### src/rtl/carryskip_adder_pipe.sv
// Pipelined carry-skip adder/subtractor: rank 0 captures operands, stage k resolves block k into rank k+1,
// and the last stage writes the output registers (sum/cout/ovf/skip_cnt) with optional signed saturation.
module carryskip_adder_pipe #(
  parameter int WIDTH = 16,
  parameter int BLOCK = 4
) (
  input  logic                                 clk,
  input  logic                                 rst,
  input  logic                                 in_valid,
  output logic                                 in_ready,
  input  logic [WIDTH-1:0]                     a,
  input  logic [WIDTH-1:0]                     b,
  input  logic                                 cin,
  input  logic [1:0]                           op,
  output logic                                 out_valid,
  input  logic                                 out_ready,
  output logic [WIDTH-1:0]                     sum,
  output logic                                 cout,
  output logic                                 ovf,
  output logic [$clog2(WIDTH/BLOCK+1)-1:0]     skip_cnt
);
  localparam int NBLK = WIDTH / BLOCK;
  localparam int CW   = $clog2(NBLK + 1);

  // Per-rank state; operand bits above the current block act as skew registers,
  // partial sum bits below it as de-skew registers.
  logic [NBLK-1:0]  v_q;
  logic [WIDTH-1:0] a_q   [NBLK];
  logic [WIDTH-1:0] bp_q  [NBLK];
  logic [WIDTH-1:0] s_q   [NBLK];
  logic [CW-1:0]    cnt_q [NBLK];
  logic             c_q   [NBLK];
  logic             sat_q [NBLK];

  logic [WIDTH-1:0] blk_s   [NBLK];
  logic [CW-1:0]    blk_cnt [NBLK];
  logic             blk_c   [NBLK];
  logic             c_msb_in;

  logic             out_valid_q;
  logic [WIDTH-1:0] sum_q, sum_d;
  logic             cout_q, cout_d;
  logic             ovf_q, ovf_d;
  logic [CW-1:0]    skip_q, skip_d;

  logic stall;

  assign stall    = out_valid_q & ~out_ready;
  assign in_ready = ~stall;

  for (genvar k = 0; k < NBLK; k++) begin : g_stage
    logic [BLOCK-1:0] ab, bb, pb, sb;
    logic [BLOCK:0]   rc;
    logic [WIDTH-1:0] ins;
    logic             grp_p;

    always_comb begin
      ab    = a_q[k][k*BLOCK +: BLOCK];
      bb    = bp_q[k][k*BLOCK +: BLOCK];
      pb    = ab ^ bb;
      sb    = '0;
      rc    = '0;
      rc[0] = c_q[k];
      for (int i = 0; i < BLOCK; i++) begin
        sb[i]   = pb[i] ^ rc[i];
        rc[i+1] = (ab[i] & bb[i]) | (pb[i] & rc[i]);
      end
      grp_p = &pb;
      ins   = '0;
      ins[k*BLOCK +: BLOCK] = sb;
    end

    assign blk_s[k]   = s_q[k] | ins;
    assign blk_c[k]   = grp_p ? c_q[k] : rc[BLOCK];
    assign blk_cnt[k] = cnt_q[k] + CW'(grp_p);

    if (k == NBLK - 1) begin : g_last
      assign c_msb_in = rc[BLOCK-1];
    end
  end

  always_comb begin
    cout_d = blk_c[NBLK-1];
    ovf_d  = c_msb_in ^ blk_c[NBLK-1];
    sum_d  = blk_s[NBLK-1];
    skip_d = blk_cnt[NBLK-1];
    if (sat_q[NBLK-1] && ovf_d) begin
      sum_d = a_q[NBLK-1][WIDTH-1] ? {1'b1, {(WIDTH-1){1'b0}}} : {1'b0, {(WIDTH-1){1'b1}}};
    end
  end

  always_ff @(posedge clk) begin
    if (rst) begin
      v_q         <= '0;
      out_valid_q <= 1'b0;
      sum_q       <= '0;
      cout_q      <= 1'b0;
      ovf_q       <= 1'b0;
      skip_q      <= '0;
    end else if (!stall) begin
      v_q[0]   <= in_valid;
      a_q[0]   <= a;
      bp_q[0]  <= op[0] ? ~b : b;
      c_q[0]   <= op[0] | cin;
      sat_q[0] <= op[1];
      s_q[0]   <= '0;
      cnt_q[0] <= '0;
      for (int k = 1; k < NBLK; k++) begin
        v_q[k]   <= v_q[k-1];
        a_q[k]   <= a_q[k-1];
        bp_q[k]  <= bp_q[k-1];
        c_q[k]   <= blk_c[k-1];
        sat_q[k] <= sat_q[k-1];
        s_q[k]   <= blk_s[k-1];
        cnt_q[k] <= blk_cnt[k-1];
      end
      out_valid_q <= v_q[NBLK-1];
      // Result registers only load on a real transaction so they keep the last value across bubbles.
      if (v_q[NBLK-1]) begin
        sum_q  <= sum_d;
        cout_q <= cout_d;
        ovf_q  <= ovf_d;
        skip_q <= skip_d;
      end
    end
  end

  assign out_valid = out_valid_q;
  assign sum       = sum_q;
  assign cout      = cout_q;
  assign ovf       = ovf_q;
  assign skip_cnt  = skip_q;

endmodule

### config.mk
export PLATFORM = sky130hd
export DESIGN_NAME = carryskip_adder_pipe
export DESIGN_NICKNAME = d
export VERILOG_FILES = /design/src/rtl/carryskip_adder_pipe.sv
export SDC_FILE = /design/constraint.sdc
export NUM_CORES = 1
export LEC_CHECK = 0
export CAP_MARGIN = 20
export CORE_ASPECT_RATIO = 1.2
export CORE_MARGIN = 5
export CORE_UTILIZATION = 59
export DETAILED_ROUTE_END_ITERATION = 8
export HOLD_SLACK_MARGIN = 0.02
export PLACE_DENSITY = 0.83
export SETUP_SLACK_MARGIN = 0.05
export SLEW_MARGIN = 20
export SYNTH_ARGS = -nofsm -noshare
export SYNTH_HDL_FRONTEND = slang
export SYNTH_SLANG_ARGS = --single-unit
### constraint.sdc
create_clock -name clk -period 14.95 [get_ports clk]
set_input_delay 2.2425 -clock clk [delete_from_list [all_inputs] [get_ports clk]]
set_output_delay 2.2425 -clock clk [all_outputs]
set_load 0.02 [all_outputs]
==> results.md <==
* First-pass GRT wire length at 14450 um
* Required time worst endpoint at 12710 ps
* Placed instance area at between 6000 and 7000 um2
* CP Cell Sequence: clkdlybuf4s50_1 > nor2b_1 > inv_4 > clkdlybuf4s50_1
* Most common cell after layout, fill and taps aside: edfxtp_1
* CTS H-tree lvls at 4
* FMAX at approximately 0.16 GHz
* Most frequent cells in the layout: edfxtp_1 (118), clkdlybuf4s50_1 (61), inv_1 (34)
* Post-synth ARST share at 0%
* Reg area at 4064 um2
* 1st-iter DRT viols at 119
* Synth top area share at 61.81%
* Slowest cell on the critical path: clkdlybuf4s50_1
* Critical path arrival at about 3900 ps
* CP max FO at 7
* Core Area at about 9500 um2
* Final worst path period need at 6109 ps
* Worst-margin pin slew at 993.3 ps
* Area growth, synth to finish at 22.33%
* Max Clock Skew at 5.617 ps
* DRC Markers at 0
* Initial core utilization at 60.25%
* Netlist cell types at 43
* Metal-1 WL at around 3200 um
* TritonCTS Sinks at 144
* Max cap viols at 0
* Final WL at 8601 um
* Met2 wire length at roughly 4700 um
* Design Area, Final at around 7000 um2
* Delay-heaviest family, CP: buffers and inverters
* Filler Cell Count at 579
* Setup TNS at 0 ps
* Vias/cell at approximately 5.1
* Largest net degree at the start of global routing at 75
* RePlAce Congestion at 0.7933
* Mapped Area at 5733 um2
* WP buf/inv at 3
* Most frequent CP cell: clkdlybuf4s50_1
* Setup bufs post-CTS at 0
* RSZ-0062 raised after global routing: no
* Die Span Y at ~120 um
* TritonRoute pass-1 iters at 4
* Root Driver: clkbuf_16
* Status: completed
* Port bufs at slightly above 60
* Total leakage power at 2.650 nW
* Hold Buf Count CTS at 0
* Top routing layer in use: met4
* Final hold vios at 0
* Min-delay worst type: reg -> reg
* Routed len/inst at 15.39 um
* Biggest area consumer among synthesized cells: edfxtp_1
* Dpl cells at roughly 530
* Vias at 2852
* CTS tree: done
* PwrDens at about 130 nW/um2
* I/O Pins at 62
* Number of synthesized register bits at 144
* Row Count at 39
* Net count, final at 500
* Pre-CTS setup slack at between 8000 and 9000 ps
* Critical Path Source Type: input port
* Number of synthesis warnings at 0
* Diodes inserted at 0
* Vias in the first global route at 3134
* Critical path class: in -> out
* Final core utilization at between 70% and 80%
* CP peak stage delay at 570 ps
* Top FF cell, synth: edfxtp_1
* Die W at 99.99 um
* Die area at 11800 um2
* CTS Buffer Depth at 2
* Post-cts resize count at 0
* Clock Latency Late Sink at 400 ps
* Seq/Total Area, Yosys at between 70% and 80%
* GRT Util Overall at 16.09%
* Rel. slew slack at 33.29%
* Final setup fails at 0
* Peak supply drop at 0.08812 mV
* Antenna violations before repair at 0
* Fraction of layout cells with a size suffix above 1 at 11.93%
* DR WL met3 at 426 um
* Final Max Tran Viols at 0
* Final cycle utilization of the critical path at about two fifths
* Total CTS buffers at 17
* Syn_nets at roughly 430
* Top cells by area, synth: edfxtp_1 (62%), dfxtp_1 (9.1%), fa_1 (5.6%)
* Multi-input logic area at around 1500 um2
* Final WS setup at 8841 ps
* Worst-path clk slew at 50 ps
* Final ANT Viol Nets at 0
* Crit end category: output port
* DP Wirelength at 5712 um
* Gr ovfl total at 0
* Avg Inst Size Synth at 16.24 um2
* Syn Inst Count at 353
* Number of flops mapped to enable cells by yosys at 118
* Layout Cells excl Fill at 559
[state kept, by name, summed over array words and instances, names as in the netlist]
signal	cells
v_q	4
sat_q	4
cnt_q	6
sum	16
s_q	24
cout	1
bp_q	40
skip_cnt	3
c_q	4
a_q	40
ovf	1
out_valid	1
[cell type report]
| class | count | area share, % |
|---|---|---|
| inverters | 36 | 1.963 |
| well taps | 123 | 2.194 |
| clock buffers | 18 | 6.120 |
| clock inverters | 13 | 1.748 |
| multi-input cells | 161 | 21.00 |
| flip-flops and latches | 144 | 57.95 |
| repair buffers | 64 | 9.028 |
[power breakdown]
part	total [W]	internal [W]	switching, W
logic	0.0000648	0.0000290	0.0000359
registers	0.000479	0.000468	0.0000112
clock network	0.000389	0.000242	0.000148
total	0.000934	0.000739	0.000195
[worst paths after layout]
check,start,end,slack (ps),cells after the start
worst max-delay path,out_ready,in_ready,8840,4
worst min-delay path,a_q[1][15]$_DFFE_PP_,a_q[2][15]$_DFFE_PP_,410,0
worst max register to register,c_q[3]$_DFFE_PP_,sum[0]$_SDFFE_PP0P_,11220,10
worst min register to register,a_q[1][15]$_DFFE_PP_,a_q[2][15]$_DFFE_PP_,410,0
[stage by stage]
step | hold slack (ps) | total power (W)
2_1_floorplan | 400.3 | 0.0005267
3_3_place_gp | 400.5 | 0.0005457
3_5_place_dp | 404.5 | 0.0005521
4_1_cts | 412.8 | 0.0009409
5_1_grt | 421.1 | 0.0009708
6_report | 412.8 | 0.0009337
[layer usage]
metal | up-vias | GRT usage [%]
li1 | 1387 | -
met1 | 1355 | 17.05
met2 | 85 | 27.96
met3 | 25 | 4.979
met4 | 0 | 8.930
met5 | - | 0
[synth_stat cells, types with 2 or more instances]
cell type and n:
inv_1 34, nand3_1 14, buf_2 5, a211oi_1 7
buf_4 2, fa_1 16, and3b_1 4, ha_1 21
nor2_1 22, edfxtp_1 118, a211oi_2 11, xor2_1 17
o21ai_4 2, a21oi_1 9, or2b_1 2, nand4_1 3
clkbuf_1 3, dfxtp_1 26, nor3_1 2, nand2_1 12
[logic make-up after synthesis]
group | count (synthesis) | share of synthesized area [%]
DFF | 144 | 70.89
adders and majority gates | 37 | 10.17
muxes | 1 | 0.1746
AOI/OAI and AO/OA | 33 | 5.238
buffers and inverters | 48 | 3.557
xor gates and xnor gates | 18 | 2.750
and+or+nand+nor | 72 | 7.224
Power figures use the tool's default switching activity.
